--- config.mk ---
export PLATFORM = sky130hd
export DESIGN_NAME = pipeline_hazard_controller
export DESIGN_NICKNAME = d
export VERILOG_FILES = /design/src/rtl/pipeline_ctrl_pkg.sv /design/src/rtl/pipeline_hazard_controller_fwd_select.sv /design/src/rtl/pipeline_hazard_controller.sv
export SDC_FILE = /design/constraint.sdc
export NUM_CORES = 1
export LEC_CHECK = 0
export CAP_MARGIN = 30
export CORE_ASPECT_RATIO = 0.9
export CORE_MARGIN = 4
export CORE_UTILIZATION = 46
export DETAILED_ROUTE_END_ITERATION = 8
export GPL_ROUTABILITY_DRIVEN = 0
export PLACE_DENSITY = 0.81
export SYNTH_ARGS = -nofsm -noshare
export SYNTH_HDL_FRONTEND = slang
export SYNTH_SLANG_ARGS = --single-unit
--- constraint.sdc ---
create_clock -name clk -period 2.3 [get_ports clk]
set_input_delay 0.46 -clock clk [delete_from_list [all_inputs] [get_ports clk]]
set_output_delay 0.46 -clock clk [all_outputs]
set_load 0.02 [all_outputs]
--- src/rtl/pipeline_ctrl_pkg.sv ---
// Shared encodings for the pipeline hazard controller: FSM states and
// operand-forwarding select codes.
package pipeline_ctrl_pkg;

  localparam int REG_W = 5;

  typedef enum logic [1:0] {
    ST_INIT       = 2'b00,
    ST_RUN        = 2'b01,
    ST_LOAD_STALL = 2'b10,
    ST_FLUSH      = 2'b11
  } state_e;

  typedef enum logic [1:0] {
    SEL_RF  = 2'b00,
    SEL_EX  = 2'b01,
    SEL_MEM = 2'b10,
    SEL_WB  = 2'b11
  } fwd_sel_e;

  // A producer matches only if it writes a real register (x0 is never forwarded).
  function automatic logic rd_match(input logic en, input logic [REG_W-1:0] rd,
                                    input logic [REG_W-1:0] rs);
    return en && (rd != '0) && (rd == rs);
  endfunction

endpackage

--- src/rtl/pipeline_hazard_controller_fwd_select.sv ---
// Per-operand forwarding mux select: picks the youngest in-flight producer
// of the source register, EX over MEM over WB.
module fwd_select
  import pipeline_ctrl_pkg::*;
(
  input  logic [REG_W-1:0] rs_i,
  input  logic [REG_W-1:0] ex_rd_i,
  input  logic             ex_en_i,
  input  logic [REG_W-1:0] mem_rd_i,
  input  logic             mem_en_i,
  input  logic [REG_W-1:0] wb_rd_i,
  input  logic             wb_en_i,
  output logic [1:0]       sel_o
);

  always_comb begin
    sel_o = SEL_RF;
    if (rd_match(ex_en_i, ex_rd_i, rs_i))
      sel_o = SEL_EX;
    else if (rd_match(mem_en_i, mem_rd_i, rs_i))
      sel_o = SEL_MEM;
    else if (rd_match(wb_en_i, wb_rd_i, rs_i))
      sel_o = SEL_WB;
  end

endmodule

--- src/rtl/pipeline_hazard_controller.sv ---
// Five-stage pipeline hazard controller: load-use stall, branch flush,
// operand forwarding selects and saturating stall/flush event counters.
module pipeline_hazard_controller
  import pipeline_ctrl_pkg::*;
#(
  parameter int CNT_W = 16
) (
  input  logic             clk,
  input  logic             Reset,
  input  logic [REG_W-1:0] ID_RS1,
  input  logic [REG_W-1:0] ID_RS2,
  input  logic             ID_Use_RS1,
  input  logic             ID_Use_RS2,
  input  logic [REG_W-1:0] EX_RD,
  input  logic             EX_RF_Enable,
  input  logic             EX_Load_Instr,
  input  logic [REG_W-1:0] MEM_RD,
  input  logic             MEM_RF_Enable,
  input  logic [REG_W-1:0] WB_RD,
  input  logic             WB_RF_Enable,
  input  logic             Branch_Taken,
  output logic             PC_LE,
  output logic             IF_ID_LE,
  output logic             IF_ID_Flush,
  output logic             ID_EX_Bubble,
  output logic [1:0]       PA_Sel,
  output logic [1:0]       PB_Sel,
  output logic [CNT_W-1:0] Stall_Count,
  output logic [CNT_W-1:0] Flush_Count,
  output logic [1:0]       State
);

  state_e           state_q, state_d;
  logic [CNT_W-1:0] stall_cnt_q, flush_cnt_q;
  logic             load_use;
  logic             stall_inc, flush_inc;
  logic             ex_fwd_en;

  assign load_use = EX_Load_Instr && EX_RF_Enable && (EX_RD != '0) &&
                    ((ID_Use_RS1 && (EX_RD == ID_RS1)) ||
                     (ID_Use_RS2 && (EX_RD == ID_RS2)));

  always_comb begin
    state_d      = ST_RUN;
    PC_LE        = 1'b1;
    IF_ID_LE     = 1'b1;
    IF_ID_Flush  = 1'b0;
    ID_EX_Bubble = 1'b0;
    stall_inc    = 1'b0;
    flush_inc    = 1'b0;
    if (state_q == ST_INIT) begin
      PC_LE        = 1'b0;
      IF_ID_LE     = 1'b0;
      IF_ID_Flush  = 1'b1;
      ID_EX_Bubble = 1'b1;
    end else if (Branch_Taken) begin
      // Redirect wins over any stall: squash both younger stages, load the target.
      state_d      = ST_FLUSH;
      IF_ID_LE     = 1'b0;
      IF_ID_Flush  = 1'b1;
      ID_EX_Bubble = 1'b1;
      flush_inc    = 1'b1;
    end else if (state_q == ST_RUN && load_use) begin
      // The stall cycle is followed by a forced RUN, so stalls never chain.
      state_d      = ST_LOAD_STALL;
      PC_LE        = 1'b0;
      IF_ID_LE     = 1'b0;
      ID_EX_Bubble = 1'b1;
      stall_inc    = 1'b1;
    end
  end

  always_ff @(posedge clk or posedge Reset) begin
    if (Reset) begin
      state_q     <= ST_INIT;
      stall_cnt_q <= '0;
      flush_cnt_q <= '0;
    end else begin
      state_q <= state_d;
      if (stall_inc && (stall_cnt_q != '1))
        stall_cnt_q <= stall_cnt_q + CNT_W'(1);
      if (flush_inc && (flush_cnt_q != '1))
        flush_cnt_q <= flush_cnt_q + CNT_W'(1);
    end
  end

  assign State       = state_q;
  assign Stall_Count = stall_cnt_q;
  assign Flush_Count = flush_cnt_q;

  // A load in EX has no data yet; that case is covered by the stall instead.
  assign ex_fwd_en = EX_RF_Enable && !EX_Load_Instr;

  fwd_select u_fwd_a (
    .rs_i     (ID_RS1),
    .ex_rd_i  (EX_RD),
    .ex_en_i  (ex_fwd_en),
    .mem_rd_i (MEM_RD),
    .mem_en_i (MEM_RF_Enable),
    .wb_rd_i  (WB_RD),
    .wb_en_i  (WB_RF_Enable),
    .sel_o    (PA_Sel)
  );

  fwd_select u_fwd_b (
    .rs_i     (ID_RS2),
    .ex_rd_i  (EX_RD),
    .ex_en_i  (ex_fwd_en),
    .mem_rd_i (MEM_RD),
    .mem_en_i (MEM_RF_Enable),
    .wb_rd_i  (WB_RD),
    .wb_en_i  (WB_RF_Enable),
    .sel_o    (PB_Sel)
  );

endmodule

**Word level (Yosys, flattened, before mapping)**

Index checks and enable logic that the tools add are counted.
W data, S select, Z words.

- Flip-flop bits (word level): 34
- Latch bits: 0
- Bits in writable memories: 0
- ROM bits: 0
- Input bits: 34
- Logic and storage cells: 60
- Memories kept: 0

- Add/subtract/negate cells: 2
- Multiply operators: 0
- Divide/modulo/power cells: 0
- Magnitude comparators: 0
- Equal/unequal tests: 9
- Shift operators: 0
- Muxes and demuxes: 22
- Bitwise operators: 0
- Reduce and logical (&&, ||, !) cells: 24

Operator list:

| cell | count |
|---|---|
| $add A16 B1 Y16 const B | 2 |
| $ne A16 B16 Y1 const B | 2 |
| $eq A5 B5 Y1 | 6 |
| $logic_and A1 B1 Y1 | 18 |
| $mux W2 | 9 |
| $reduce_bool A5 Y1 | 3 |
| $mux W1 | 13 |
| $eq A2 B1 Y1 const B | 1 |
| $logic_not A2 Y1 | 1 |
| $logic_not A1 Y1 | 1 |
| $logic_or A1 B1 Y1 | 1 |

**Depth between registers and ports, before layout**

Gate-level depths: netlist of run 1.

- Word-level depth: 9
- Gate-level depth with buffers: 6
- Mapped depth without buffers: 6

**Cells and area by module**

Synthesis of run 1 repeated with hierarchy kept, for this count alone.

- Cells, all modules: 231
- Area total of the unflattened synthesis: 2,190.9 um^2

By module, submodules not included:

| module | times used | cells each | area each (um^2) | seq. area each (um^2) |
|---|---|---|---|---|
| pipeline_hazard_controller | 1 | 165 | 1,735.4 | 850.8 |
| fwd_select | 2 | 33 | 227.7 | 0.0 |

**Worst setup path before layout of run 1**

Ideal clock, no wire load.

- Path kind: input -> output
- Start: in EX_RD[2]
- End: out PC_LE
- Arrival: 1.724 ns
- Setup slack: 0.116 ns
- Stages: 6
- Path buffers: 1
- Cells stage by stage: xor2_1 nor3_2 nand4_1 clkbuf_1 nand2_1 a31oi_1

- Longest elaborated chain between the ends: 8
- Elaborated cells between the ends (all ways): 12
- Those cells by class: 2 x eq/ne; 3 x mux; 7 x reduce/logical

RTL lines:

| what | line | source |
|---|---|---|
| from (decl) | pipeline_hazard_controller.sv:14 | `input logic [REG_W-1:0] EX_RD,` |
| $eq A5 B5 Y1 (on tied branches) | pipeline_hazard_controller.sv:40, pipeline_hazard_controller.sv:41 |  |
| $logic_and A1 B1 Y1 (on tied branches) | pipeline_hazard_controller.sv:40, pipeline_hazard_controller.sv:41 |  |
| $logic_or A1 B1 Y1 | pipeline_hazard_controller.sv:40 | `((ID_Use_RS1 && (EX_RD == ID_RS1)) \|\|` |
| $logic_and A1 B1 Y1 * | pipeline_hazard_controller.sv:39 | `assign load_use = EX_Load_Instr && EX_RF_Enable && (EX_RD != '0) &&` |
| $logic_and A1 B1 Y1 * | pipeline_hazard_controller.sv:63 | `end else if (state_q == ST_RUN && load_use) begin` |
| $mux W1 * | pipeline_hazard_controller.sv:63 |  |
| $mux W1 * | pipeline_hazard_controller.sv:56 | `end else if (Branch_Taken) begin` |
| $mux W1 * | pipeline_hazard_controller.sv:51 | `if (state_q == ST_INIT) begin` |
| to (decl) | pipeline_hazard_controller.sv:22 | `output logic PC_LE,` |

Every way passes the cells marked *; elsewhere a longest branch is shown, timed or not.

**Worst setup path in the final report of run 1**

- Start: in EX_RD[1]
- End: out IF_ID_LE

- Longest elaborated chain between the ends: 8
- Elaborated cells between the ends (all ways): 12
- Those cells by class: 2 x eq/ne; 3 x mux; 7 x reduce/logical

RTL lines:

| what | line | source |
|---|---|---|
| $eq A5 B5 Y1 (on tied branches) | pipeline_hazard_controller.sv:40, pipeline_hazard_controller.sv:41 |  |
| $logic_and A1 B1 Y1 (on tied branches) | pipeline_hazard_controller.sv:40, pipeline_hazard_controller.sv:41 |  |
| $logic_or A1 B1 Y1 | pipeline_hazard_controller.sv:40 |  |
| $logic_and A1 B1 Y1 * | pipeline_hazard_controller.sv:39 |  |
| $logic_and A1 B1 Y1 * | pipeline_hazard_controller.sv:63 |  |
| $mux W1 * | pipeline_hazard_controller.sv:63 |  |
| $mux W1 * | pipeline_hazard_controller.sv:56 |  |
| $mux W1 * | pipeline_hazard_controller.sv:51 |  |
| to (decl) | pipeline_hazard_controller.sv:23 | `output logic IF_ID_LE,` |

Marks and branches as above.

==> out/qor.csv, run 1 <==
metric,value,unit
PnR worst setup slack,30.8,ps
clock sinks,34,
top post-synthesis cells by area,"dfrtp_1 (38%), xnor2_1 (11%), xor2_1 (9.9%)",
clk buf depth,2,
Area Growth Syn to Fin,62.8,%
Via Count,2267,
WL/cell,17.6,um
GRT Util Overall,0.267,
worst setup path end,IF_ID_LE,
post-route cell area,3600,um2
worst reg2reg endpoint,Stall_Count[1]$_DFFE_PP0P_,
"Clk Latency, worst-skew pair",290,ps
"reg-to-reg slack, setup",370,ps
Placement Setup Slack,-827,ps
estimated wirelength of the detail-placed design,5310,um
Worst VDD drop,0.000545,V
worst path arrival time,1810,ps
Mapped Cells,223,
Fmax achieved,441,MHz
row cnt,23,
mean cell area of the mapped netlist,9.92,um2
Slew @ Worst Pin,450,ps
Critical Path RT,1840,ps
mux share of post-synthesis cell area,0.0204,
Worst Path Max Fanout,3,
post-synthesis adder-cell area fraction,0.0113,
MaxCap Viol Count,0,
grt ovf,0,
clk root buf,clkbuf_8,
Clock transition at path regs,70,ps
final setup vio count,0,
DR vias/cell,5.44,
largest family of logic cells by synthesized area,simple AND/OR/NAND/NOR gates,
initial antenna violation count,0,
Power Total,1900,uW
filler instances,306,
"top cells by count, synth","dfrtp_1 (34), xnor2_1 (29), xor2_1 (25)",
register area share after synthesis,0.385,
via count of the first global-routing pass,2391,
Residual DRC,0,
layout cells sized above 1,0.321,
fin crit share,0.987,
Final min period,2270,ps
Initial Utilization,0.487,
H-tree Lvls,2,
DR pass1 iterations,6,
top cell type by total area after synthesis,dfrtp_1,
core area,4550,um2
P per Cell Area,527,nW/um2
Detail Route Antenna Nets,0,
number of synthesized flops with an enable pin,0,
Synth Area in XOR/XNOR,0.214,
first-pass GRT wire length,12000,um
DIE HEIGHT,73.8,um
Multi-input gate area,1480,um2
detailed-route wire length,7350,um
relative slew slack,0.697,
Syn. warnings,0,
1st-iter DRT viols,105,
Nets,390,
CTS Hold Bufs,0,
Synth Register Bits,34,
port bufs,75,
crit end category,output pin,
CTS buffer count,5,
Compound-Gate Fraction of Synth Area,0.115,
die area,5980,um2
area share of the largest cell type after synthesis,0.385,
worst reg2reg path startpoint,State[1]$_DFF_PP0_,
crit start category,input pin,
Crit. Startpoint,EX_RD[1],
ys flop type,dfrtp_1,
syn nets,259,
"Cell Area, Placed",3400,um2
asr flop ratio synth,1.00,
Register Area,851,um2
leakage power,0.00160,uW
Worst Hold Class,reg -> reg,
Post-Synth Simple-Gate Area,0.240,
largest net degree at the start of global routing,35,
die width,81.1,um
Yosys cell types,41,
Fin Clk Skew,6.56,ps
Synth Cell Area,2210,um2
final hold vios,0,
io pins,76,
status,"finished, final reports clean",
R2R cell count,6,
CTS tree,built,
n_diodes,0,
max-slew violations,0,
most common cell in the netlist,dfrtp_1,
critical path class,in -> out,
-- registers in the layout, indices dropped and copies added, names as in the netlist --
| signal | count |
|---|---|
| Stall_Count | 16 |
| Flush_Count | 16 |
| State | 2 |
-- worst min path at each step --
| stage | startpoint | end | slack, ps | cells after the start |
|---|---|---|---|---|
| finish | Stall_Count[9]$_DFFE_PP0P_ | Stall_Count[9]$_DFFE_PP0P_ | 490 | 1 |
| global route | Stall_Count[9]$_DFFE_PP0P_ | Stall_Count[9]$_DFFE_PP0P_ | 510 | 1 |
| CTS | Stall_Count[9]$_DFFE_PP0P_ | Stall_Count[9]$_DFFE_PP0P_ | 490 | 1 |
| detailed placement | Stall_Count[9]$_DFFE_PP0P_ | Stall_Count[9]$_DFFE_PP0P_ | 470 | 1 |
| global placement | Stall_Count[9]$_DFFE_PP0P_ | Stall_Count[9]$_DFFE_PP0P_ | 470 | 1 |
| floorplan | Stall_Count[11]$_DFFE_PP0P_ | Stall_Count[11]$_DFFE_PP0P_ | 590 | 1 |
-- cell families (layout without fill, tap and decap cells) --
logic type               after synthesis  count (layout)
XOR/XNOR                              54              54
AO/OA/AOI/OAI                         32              32
flip-flops                            34              34
multiplexers                           4               4
buffers and inverters                  8             140
adder cells (fa/ha/maj)                2               2
AND/OR/NAND/NOR                       89              89
-- layer usage --
layer,track usage,up-vias,share of wire
met5,0,-,0
met4,0.0882,0,0.024
met3,0.0453,18,0.037
met2,0.449,80,0.50
met1,0.347,1092,0.44
li1,-,1077,-
-- power by group --
group / internal, uW / switching [uW] / leakage, uW / total [uW]
Sequential: 661 / 84.2 / 0.000450 / 745
Clock: 319 / 230 / 0.0000579 / 549
Combinational: 307 / 295 / 0.00110 / 602
-- critical path, stage by stage --
cell and delay [ps]:
clkdlybuf4s15_1 210, inv_2 80, a2111oi_4 380, buf_4 200
nand4_4 110, nand2_4 110, a21oi_1 80, buf_4 180
-- cell usage in the layout (no fill, tap or decap), drive strengths merged, types with 3 or more instances in the layout --
cell type | Yosys | routed
buf | 1 | 66
clkdlybuf4s50 | 0 | 40
dfrtp | 34 | 34
xnor2 | 29 | 29
xor2 | 25 | 25
nand3 | 18 | 18
nand2 | 14 | 14
nand4 | 12 | 12
clkbuf | 2 | 12
a211oi | 9 | 9
dlygate4sd2 | 0 | 9
nor2 | 8 | 8
and4 | 7 | 7
o21ai | 6 | 6
inv | 5 | 5
a21oi | 5 | 5
a2111oi | 5 | 5
nand2b | 4 | 4
and2 | 4 | 4
mux2 | 4 | 4
nor2b | 4 | 4
nor4 | 4 | 4
and3 | 3 | 3
clkdlybuf4s15 | 0 | 3
-- final cells by class --
cell class                 count  share of cell area
tap                           62              0.0215
inverter                       5             0.00521
timing repair buffer         127               0.295
multi-input combinational    181               0.412
clock buffer                   5              0.0191
sequential                    34               0.236
clock inverter                 3              0.0111
-- stage by stage --
stage | hold slack, ps | TNS, ps | cells | utilization
after floorplan | 589 | 0 | 223 | -
after global placement | 471 | -7860 | 406 | 0.747
after detailed placement | 475 | -9100 | 406 | 0.747
after CTS | 488 | 0 | 414 | 0.790
after global routing | 513 | -15.6 | 417 | 0.792
final | 486 | 0 | 417 | 0.792
-- what timing repair did --
| item | CTS | global route |
|---|---|---|
| setup buffers | 1 | 3 |
| endpoints found under the setup margin | 12 | 11 |
| gates resized for setup | 116 | 28 |
| pin swaps | 17 | 11 |
No activity file was read; power rests on OpenSTA's default activity.
==> inputs of run 2 (changes only) <==
--- a/config.mk
+++ b/config.mk
@@ -6,7 +6,6 @@
 export NUM_CORES = 1
 export LEC_CHECK = 0
 export CAP_MARGIN = 30
-export CORE_ASPECT_RATIO = 0.9
 export CORE_MARGIN = 4
 export CORE_UTILIZATION = 46
 export DETAILED_ROUTE_END_ITERATION = 8
==> run 2 against run 1 <==
Against the previous run: setup slack gained 7.7 ps; worst hold slack gained 10 ps; combinational power shrank 2%; critical path depth shrank 1; final cell count shrank 2.9%; via count grew 1.2%; count of clock-buffer cells in the layout is the same; register-to-register slack is essentially flat; final area grew 0.90%; clock skew is essentially flat; core utilization grew 1.5 points; critical path type unchanged; critical endpoint is now PB_Sel[0]; largest cell class unchanged.
==> out/qor.csv, run 2 (same netlist as run 1, synthesis figures left out) <==
metric,value,unit
row cnt,24,
die area,5980,um2
via count of the first global-routing pass,2418,
clk buf depth,2,
final setup vio count,0,
MaxCap Viol Count,0,
CTS tree,built,
first-pass GRT wire length,11800,um
P per Cell Area,555,nW/um2
fin crit share,0.983,
"Clk Latency, worst-skew pair",290,ps
CP peak stage delay,500,ps
Worst VDD drop,0.000552,V
Initial Utilization,0.491,
core area,4500,um2
DR pass1 iterations,5,
layout cells sized above 1,0.309,
clock sinks,34,
max-slew violations,0,
detailed-route wire length,7210,um
most frequent cells in the layout,"buf_4 (53), clkdlybuf4s50_1 (41), dfrtp_1 (34)",
crit start category,input pin,
Residual DRC,0,
WHS,497,ps
crit path cell chain,"clkdlybuf4s15_1, or4_4, o21ai_4, nor4_4, nand2b_1, o21ai_1, buf_4",
GRT Util Overall,0.244,
Top delay family on crit path,simple AND/OR/NAND/NOR gates,
Fmax achieved,442,MHz
worst path bufs/invs,2,
crit end category,output pin,
WL/cell,17.8,um
critical path class,in -> out,
CP max-delay cell,or4_4,
worst path arrival time,1800,ps
Fin Clk Skew,6.83,ps
Slew @ Worst Pin,476,ps
Via Count,2295,
CTS buffer count,5,
Worst Hold Class,reg -> reg,
port bufs,75,
Detail Route Antenna Nets,0,
grt met2 use,0.409,
Worst Path Max Fanout,2,
relative slew slack,0.679,
initial antenna violation count,0,
final hold vios,0,
Final min period,2260,ps
"most common cell after layout, fill and taps aside",buf_4,
DR vias/cell,5.67,
Nets,388,
met1 Resource Use GR,0.310,
clk root buf,clkbuf_8,
Critical Path RT,1840,ps
n_diodes,0,
Area Growth Syn to Fin,64.3,%
DIE HEIGHT,77.3,um
io pins,76,
most crowded layer after global routing,met2,
grt ovf,0,
GR Util met3,0.0475,
estimated wirelength of the detail-placed design,5220,um
total negative setup slack,0,ps
1st-iter DRT viols,157,
H-tree Lvls,2,
largest net degree at the start of global routing,35,
Clock transition at path regs,80,ps
leakage power,0.00160,uW
status,"finished, final reports clean",
die width,77.3,um
-- run 2: layout make-up --
class,instances,area [um2]
flip-flops and latches,34,851
well taps,52,65.1
inverters,5,18.8
fillers,285,871
multi-input cells,181,1500
repair buffers,125,1060
clock inverters,3,68.8
clock buffers,5,68.8
-- run 2: per-layer routing --
| layer | part of all wire | routed length [um] | up-vias |
|---|---|---|---|
| met2 | 0.51 | 3700 | 93 |
| met3 | 0.058 | 419 | 20 |
| met4 | 0.023 | 166 | 0 |
| li1 | - | - | 1079 |
| met1 | 0.41 | 2930 | 1103 |
| met5 | 0 | 0 | - |
-- run 2: where the power goes --
group / switching, uW / internal (uW) / leakage, uW / total [uW]
combinational: 288 / 304 / 0.00108 / 592
clock: 245 / 434 / 0.0000683 / 680
sequential: 82.7 / 661 / 0.000450 / 743
total: 616 / 1400 / 0.00160 / 2020
-- run 2: final timing paths --
kind                                            start                           to  slack, ps  depth (start not counted)
min reg2reg                Flush_Count[7]$_DFFE_PP0P_   Flush_Count[7]$_DFFE_PP0P_        500                          1
min in group asynchronous                       Reset   Stall_Count[8]$_DFFE_PP0P_        560                          3
max reg2reg                        State[1]$_DFF_PP0_  Stall_Count[14]$_DFFE_PP0P_        380                          7
max                                         MEM_RD[0]                    PB_Sel[0]         40                          7
min                        Flush_Count[7]$_DFFE_PP0P_   Flush_Count[7]$_DFFE_PP0P_        500                          1
max in group asynchronous                       Reset   Stall_Count[0]$_DFFE_PP0P_       1410                          3
-- run 2: what timing repair did --
action,CTS,global route
setup endpoints to repair,14,13
resized for setup,102,29
hold buffers,0,0
pin swaps,18,14
buffers inserted,3,0
-- run 2: per-stage QoR --
stage	worst slack, ps	area (um2)	std cells	total power [uW]	utilization
final	38.4	3630	405	2020	0.807
after global routing	-9.83	3630	405	2110	0.807
after CTS	0.664	3610	405	2010	0.801
after detailed placement	-781	3370	394	1330	0.748
after global placement	-700	3370	394	1310	0.748
after floorplan	116	2210	223	1010	-
